===== config.mk =====
export PLATFORM = sky130hd
export DESIGN_NAME = frame_pattern_detect
export DESIGN_NICKNAME = d
export VERILOG_FILES = /design/src/rtl/frame_pattern_detect.sv
export SDC_FILE = /design/constraint.sdc
export NUM_CORES = 1
export LEC_CHECK = 0
export BUFFER_PORTS_ARGS = -buffer_cell sky130_fd_sc_hd__buf_2
export CORE_ASPECT_RATIO = 1.25
export CORE_MARGIN = 3
export CORE_UTILIZATION = 30
export DETAILED_ROUTE_END_ITERATION = 10
export GPL_ROUTABILITY_DRIVEN = 0
export PLACE_DENSITY = 0.43
export SLEW_MARGIN = 30
export SYNTH_ARGS = -nofsm -noshare
export SYNTH_HDL_FRONTEND = slang
export SYNTH_SLANG_ARGS = --single-unit

===== constraint.sdc =====
create_clock -name clk -period 2.9 [get_ports clk]
set_clock_uncertainty 0.2 [all_clocks]
set_input_delay 0.145 -clock clk [delete_from_list [all_inputs] [get_ports clk]]
set_output_delay 0.145 -clock clk [all_outputs]
set_load 0.01 [all_outputs]

===== src/rtl/frame_pattern_detect.sv =====
// Configurable serial pattern detector: framed (non-overlapping W-bit groups) or
// sliding (overlapping W-bit window) detection with valid qualifier and match counter.
module frame_pattern_detect #(
  parameter int             W       = 6,
  parameter logic [W-1:0]   PATTERN = 6'b011100,
  parameter int             CNT_W   = 8
) (
  input  logic             clk,
  input  logic             rst_n,
  input  logic             cfg_load,
  input  logic [W-1:0]     cfg_pattern,
  input  logic [W-1:0]     cfg_mask,
  input  logic             cfg_mode,
  input  logic             data_valid,
  input  logic             data,
  input  logic             cnt_clr,
  output logic             match,
  output logic             not_match,
  output logic [CNT_W-1:0] match_cnt
);

  localparam int BW = $clog2(W);
  localparam logic [BW-1:0] LAST = BW'(W - 1);

  typedef enum logic [1:0] {FRAME, FILL, RUN} state_t;

  state_t            state_reg, state_next;
  logic [W-1:0]      pat_reg, pat_next;
  logic [W-1:0]      mask_reg, mask_next;
  logic              mode_reg, mode_next;
  logic [BW-1:0]     bit_cnt_reg, bit_cnt_next;
  logic              fail_reg, fail_next;
  logic [BW-1:0]     fill_cnt_reg, fill_cnt_next;
  logic [W-1:0]      sh_reg, sh_next;
  logic              match_reg, match_next;
  logic              not_match_reg, not_match_next;
  logic [CNT_W-1:0]  cnt_reg, cnt_next;

  // Framed compare: bit index i of the frame is checked against pattern bit W-1-i.
  logic [BW-1:0] frame_idx;
  logic          bit_miss;
  logic [W-1:0]  sh_shift;
  logic          win_ok;

  assign frame_idx = LAST - bit_cnt_reg;
  assign bit_miss  = mask_reg[frame_idx] & (data ^ pat_reg[frame_idx]);
  assign sh_shift  = {sh_reg[W-2:0], data};
  assign win_ok    = ((sh_shift ^ pat_reg) & mask_reg) == '0;

  always_comb begin
    state_next     = state_reg;
    pat_next       = pat_reg;
    mask_next      = mask_reg;
    mode_next      = mode_reg;
    bit_cnt_next   = bit_cnt_reg;
    fail_next      = fail_reg;
    fill_cnt_next  = fill_cnt_reg;
    sh_next        = sh_reg;
    match_next     = 1'b0;
    not_match_next = 1'b0;

    if (cfg_load) begin
      pat_next      = cfg_pattern;
      mask_next     = cfg_mask;
      mode_next     = cfg_mode;
      bit_cnt_next  = '0;
      fail_next     = 1'b0;
      fill_cnt_next = '0;
      sh_next       = '0;
      state_next    = cfg_mode ? FILL : FRAME;
    end else if (data_valid) begin
      case (state_reg)
        FRAME: begin
          if (bit_cnt_reg == LAST) begin
            if (!fail_reg && !bit_miss) match_next = 1'b1;
            else                        not_match_next = ~mode_reg;
            bit_cnt_next = '0;
            fail_next    = 1'b0;
          end else begin
            bit_cnt_next = bit_cnt_reg + BW'(1);
            fail_next    = fail_reg | bit_miss;
          end
        end
        FILL: begin
          sh_next = sh_shift;
          if (fill_cnt_reg == LAST) begin
            state_next = RUN;
            match_next = win_ok;
          end else begin
            fill_cnt_next = fill_cnt_reg + BW'(1);
          end
        end
        RUN: begin
          sh_next    = sh_shift;
          match_next = win_ok;
        end
        default: state_next = FRAME;
      endcase
    end

    // Counter follows the registered pulse, so a clear coinciding with it wins.
    cnt_next = cnt_reg;
    if (cnt_clr)                        cnt_next = '0;
    else if (match_reg && cnt_reg != '1) cnt_next = cnt_reg + CNT_W'(1);
  end

  always_ff @(posedge clk or negedge rst_n) begin
    if (!rst_n) begin
      state_reg     <= FRAME;
      pat_reg       <= PATTERN;
      mask_reg      <= '1;
      mode_reg      <= 1'b0;
      bit_cnt_reg   <= '0;
      fail_reg      <= 1'b0;
      fill_cnt_reg  <= '0;
      sh_reg        <= '0;
      match_reg     <= 1'b0;
      not_match_reg <= 1'b0;
      cnt_reg       <= '0;
    end else begin
      state_reg     <= state_next;
      pat_reg       <= pat_next;
      mask_reg      <= mask_next;
      mode_reg      <= mode_next;
      bit_cnt_reg   <= bit_cnt_next;
      fail_reg      <= fail_next;
      fill_cnt_reg  <= fill_cnt_next;
      sh_reg        <= sh_next;
      match_reg     <= match_next;
      not_match_reg <= not_match_next;
      cnt_reg       <= cnt_next;
    end
  end

  assign match     = match_reg;
  assign not_match = not_match_reg;
  assign match_cnt = cnt_reg;

endmodule


==> flow_summary.json, run 1 <==
{
  "ys_types": 43,
  "ctsResizeCount": 0,
  "ff_latch_area_sq_um": 937,
  "cts.path.max_buffers": 2,
  "worstHoldStart": "data_valid",
  "netlist.area_leader.share_pct": 35.0,
  "cts_tree": "built",
  "grt.overflow.total": 0,
  "dieArea_sq_um": 7690,
  "multi_input_comb_area_sq_um": 1000,
  "synth_cells": 187,
  "mostFrequentLayoutCell": "dfrtp_1",
  "p_per_area_nw_per_um2": 519,
  "synth_area_leaders": "dfrtp_1, dfstp_2, mux2_2",
  "largest_reg_flops": 8,
  "cts_buffers": 5,
  "antenna_found_initial": 0,
  "cp-end-kind": "flip-flop",
  "antenna_cells": 0,
  "avgRoutedWirePerCell_microns": 14.1,
  "hpwl_mm": 3.28,
  "final_cell_mix": "dfrtp_1, buf_2, nand2_1, a21oi_1, dlygate4sd3_1",
  "clk_latency_ps": 290,
  "synth_flop_cell": "dfrtp_1",
  "hp-class": "input pin to flip-flop",
  "syn_area_per_cell_sq_um": 10.7,
  "max_freq_mhz": 465,
  "hold_depth": 3,
  "num-fill-cells": 647,
  "hold_ws_ps": 23.0,
  "final.min_clock_period_ps": 2150,
  "async_flop_share_pct": 100,
  "maxCapViolCount": 0,
  "fin_crit_sh_pct": 74.2,
  "cellLeakagePower_nw": 1.14,
  "drv_slew": 0,
  "cp_max_fo": 7,
  "io_pins": 29,
  "yosys_warnings": 0,
  "synth-edff-count": 0,
  "root_buffer": "clkbuf_8",
  "layout.nets": 260,
  "worst_pin_slew_ps": 623,
  "rsz0062_at_grt": "false",
  "slew_headroom_pct": 58.2,
  "start_util_pct": 31.6,
  "first_pass_iters": 6,
  "drive_gt1_share_pct": 29.6,
  "drcViolationCount": 0,
  "reg2reg_from": "bit_cnt_reg[1]",
  "grt_pass1_vias": 1590,
  "grt_pass1_wl_mm": 7.43,
  "crit_required_ps": 2860,
  "rows": 32,
  "critPathLaunchType": "flip-flop",
  "tns_ps": 0,
  "r2r_setup_slack_ps": 750,
  "ir_drop_mv": 0.215,
  "die-width_microns": 79.0,
  "area_delta_synth_final_pct": 25.6,
  "drt-initial-drc-count": 46,
  "vias": 1566,
  "htree_levels": 2,
  "reg2reg_to": "match",
  "netlist_area_sq_um": 2000,
  "worst-endpoint-arrival_ps": 2110,
  "reg2regPathDepth": 6,
  "setup_viol": 0,
  "grt_max_degree": 38,
  "yosysTopAreaCell": "dfrtp_1",
  "min_to": "sh_reg[4]",
  "cts_sinks": 37,
  "core_region_area_sq_um": 6330,
  "die_h_microns": 97.3,
  "drtAntennaViolNets": 0,
  "ys_seq_area_share_pct": 46.8,
  "ys_ff_latch": 37,
  "via_per_inst": 4.92,
  "outcome": "finished, final reports clean",
  "path_clk_slew_ps": 80,
  "port_buffers": 28,
  "grt_usage_pct": 12.2,
  "critical_path_class": "flip-flop to flip-flop",
  "synth_nets": 215,
  "totalWireLength_mm": 4.49,
  "hold_viol": 0
}
[report_power, final]
part | internal [W] | switching, W | total, W | leakage, nW
Combinational | 0.0000984 | 0.0000913 | 0.000190 | 0.600
Clock | 0.000342 | 0.000186 | 0.000527 | 0.0681
Sequential | 0.000554 | 0.0000339 | 0.000588 | 0.473
Total | 0.000994 | 0.000311 | 0.00130 | 1.14
[final cells by class]
cell class | instances | area share, %
sequential | 37 | 37.3
clock inverter | 3 | 2.59
clock buffer | 5 | 2.74
tap | 85 | 4.23
inverter | 9 | 1.34
multi-input combinational | 135 | 39.8
timing repair buffer | 44 | 12.0
[through the flow]
stage	utilization (%)	instance area, sq um	total power, W	setup WS, ps	instances
2_1_floorplan	-	2000	0.000716	954	187
3_3_place_gp	35.0	2220	0.000767	874	294
3_5_place_dp	35.0	2220	0.000772	793	294
4_1_cts	39.7	2510	0.00133	759	318
5_1_grt	39.7	2510	0.00137	645	318
6_report	39.7	2510	0.00130	748	318
[worst max-delay path: stages (launching register included)]
cell	delay [ps]
dfrtp_1	480
inv_1	80
ha_1	350
and2b_4	190
a222oi_1	390
xnor2_1	220
o211ai_2	120
[layer usage]
| layer | vias to the layer above | GRT usage (%) | part of all wire [%] |
|---|---|---|---|
| met5 | - | 0 | 0 |
| met4 | 0 | 4.50 | 1.7 |
| met3 | 7 | 2.97 | 3.3 |
| met2 | 29 | 22.0 | 55 |
| met1 | 766 | 13.7 | 40 |
| li1 | 764 | - | - |
[what timing repair did]
action / in CTS / in global routing
hold endpoints to repair: 51 / 0
setup buffers: 0 / 0
hold buffers: 16 / 0
[Yosys cell counts, types with 2 or more instances]
library cell / count
a31oi_1: 2
mux2_4: 2
nand4_1: 2
ha_1: 9
nor2_1: 8
mux2_2: 14
o31ai_1: 4
xor2_1: 10
nand3_1: 9
buf_1: 2
nor2b_1: 3
or3_1: 4
dfstp_2: 9
o21ai_0: 6
dfrtp_1: 28
nand2_1: 17
or4_1: 3
inv_1: 9
mux2i_1: 2
a21oi_1: 16
clkbuf_1: 3
a22oi_1: 4
[cells by family after synthesis]
family	count (synthesis)	synth area share [%]
compound gates	42	14.1
xor+xnor	11	4.82
fa+ha+maj	9	5.63
buf+inv	15	3.19
flops	37	46.8
mux	19	11.5
simple gates	54	13.9
[worst max path at each step]
stage	end	slack [ps]	startpoint	cells past startpoint
after floorplan	fail_reg	950	bit_cnt_reg[1]	6
after global placement	fail_reg	870	bit_cnt_reg[1]	6
after detailed placement	match	790	bit_cnt_reg[1]	6
after CTS	match	760	bit_cnt_reg[1]	6
after global routing	match	650	bit_cnt_reg[1]	6
final	match	750	bit_cnt_reg[1]	6
No activity file was read; power rests on OpenSTA's default activity.
==> run 2, diff against run 1 <==
clock period = 2.2 ns   (was 2.9 ns; I/O delays follow)
==> run 2 against run 1 <==
Net effect:
- flip-flop and latch count is the same
- via count increased by 2.7%
- design area increased by 0.95%
- register-to-register slack got worse by 510 ps
- first-iteration DRC count increased by 6.5%
- count of clock-buffer cells in the layout increased by 1
- worst hold slack gained 58 ps
==> flow_summary.json, run 2 (synthesis results as in run 1) <==
{
  "tns_ps": 0,
  "cp_max_fo": 9,
  "hold_ws_ps": 80.9,
  "p_per_area_nw_per_um2": 647,
  "largest_reg_flops": 8,
  "ff_latch_area_sq_um": 937,
  "grt_usage_pct": 13.0,
  "critPathMaxStageDelay_ps": 560,
  "critPathSlowestCell": "mux4_2",
  "clk_latency_ps": 290,
  "io_pins": 29,
  "grt_pass1_wl_mm": 7.90,
  "cts_sinks": 37,
  "vias": 1608,
  "layout.nets": 265,
  "cts_buffers": 5,
  "cp-end-kind": "flip-flop",
  "hp-class": "input pin to flip-flop",
  "root_buffer": "clkbuf_8",
  "port_buffers": 28,
  "totalWireLength_mm": 4.52,
  "cellLeakagePower_nw": 1.15,
  "setup_viol": 0,
  "hold_viol": 0,
  "dieArea_sq_um": 7690,
  "rsz0062_at_grt": "false",
  "cts_setup_buffers": 0,
  "rows": 32,
  "drt-initial-drc-count": 49,
  "area_delta_synth_final_pct": 26.8,
  "cts.path.max_buffers": 2,
  "start_util_pct": 31.6,
  "ir_drop_mv": 0.285,
  "critical_path_class": "flip-flop to flip-flop",
  "worst_pin_slew_ps": 848,
  "die-width_microns": 79.0,
  "num-fill-cells": 676,
  "cts_tree": "built",
  "drv_slew": 0,
  "drtAntennaViolNets": 0,
  "final_cell_mix": "dfrtp_1, buf_2, nand2_1, dlygate4sd3_1, a21oi_1",
  "worst-endpoint-arrival_ps": 1940,
  "drcViolationCount": 0,
  "max_freq_mhz": 509,
  "crit_required_ps": 2180,
  "antenna_found_initial": 0,
  "grt.overflow.total": 0,
  "htree_levels": 2,
  "grt_pass1_vias": 1620,
  "via_per_inst": 4.98,
  "drive_gt1_share_pct": 30.7,
  "first_pass_iters": 4,
  "maxCapViolCount": 0,
  "core_region_area_sq_um": 6330,
  "final.min_clock_period_ps": 1960,
  "power_w": 0.00164,
  "path_clk_slew_ps": 70,
  "antenna_cells": 0,
  "path_cells": "mux4_2, a221oi_1, a31oi_1, and3_1",
  "avgRoutedWirePerCell_microns": 14.0,
  "outcome": "finished, final reports clean",
  "hpwl_mm": 3.41,
  "die_h_microns": 97.3,
  "grt_max_degree": 38,
  "critPathLaunchType": "flip-flop",
  "fin_crit_sh_pct": 89.3,
  "slew_headroom_pct": 43.5,
  "multi_input_comb_area_sq_um": 1000
}
[run 2: cell types whose count changed in the layout (fill, tap and decap cells not counted)]
cell | previous run | this run
clkbuf_8 | 5 | 6
buf_4 | 1 | 4
bufinv_16 | 2 | 1
clkinv_2 | 1 | 0
dlygate4sd3_1 | 16 | 17
buf_2 | 27 | 28
clkinvlp_4 | 0 | 1
[run 2: path summary, 6_finish.rpt]
| kind | startpoint | endpoint | slack (ps) | depth (start not counted) |
|---|---|---|---|---|
| worst min-delay path | cfg_load | match | 80 | 4 |
| max in group asynchronous | rst_n | bit_cnt_reg[1] | 990 | 2 |
| min in group asynchronous | rst_n | match_cnt[3] | 270 | 2 |
| worst max-delay path | bit_cnt_reg[0] | not_match | 240 | 4 |
| worst min register to register | bit_cnt_reg[2] | bit_cnt_reg[2] | 310 | 1 |
| worst max register to register | bit_cnt_reg[0] | not_match | 240 | 4 |
[run 2: final cells by class]
cell class | instances | share of cell area, %
clock buffer | 6 | 3.25
clock inverter | 2 | 1.48
inverter | 9 | 1.33
multi-input combinational | 135 | 39.4
sequential | 37 | 36.9
tap | 85 | 4.19
timing repair buffer | 49 | 13.4
[run 2: layer usage]
metal	wire, microns	global-route usage, %
met1	1860	15.2
met2	2390	22.2
met5	0	0
met3	161	2.88
met4	115	5.69
[run 2: worst max-delay path: cells and delay by family, from the launching register on]
family	cells	cell delay, ps
muxes	1	560
DFF	1	540
AOI/OAI and AO/OA	2	370
and+or+nand+nor	1	180
[run 2: where the power goes]
group          switching (W)  total (W)  leakage (nW)  internal [W]
clock               0.000242   0.000611        0.0574      0.000368
sequential         0.0000420   0.000773         0.473      0.000731
combinational       0.000125   0.000259         0.623      0.000133
total               0.000410    0.00164          1.15       0.00123
[run 2: timing repair]
item,4_1_cts,5_1_grt
endpoints found under the hold margin,52,0
hold buffers,17,0
gates resized for setup,0,0
[run 2: metrics by stage]
| stage | setup slack, ps | area [sq um] | utilization [%] | cells |
|---|---|---|---|---|
| final | 236 | 2540 | 40.1 | 323 |
| after CTS | 228 | 2540 | 40.1 | 323 |
| after global placement | 287 | 2250 | 35.5 | 298 |
| after floorplan | 254 | 2000 | - | 187 |
| after detailed placement | 240 | 2250 | 35.5 | 298 |
| after global routing | 104 | 2540 | 40.1 | 323 |
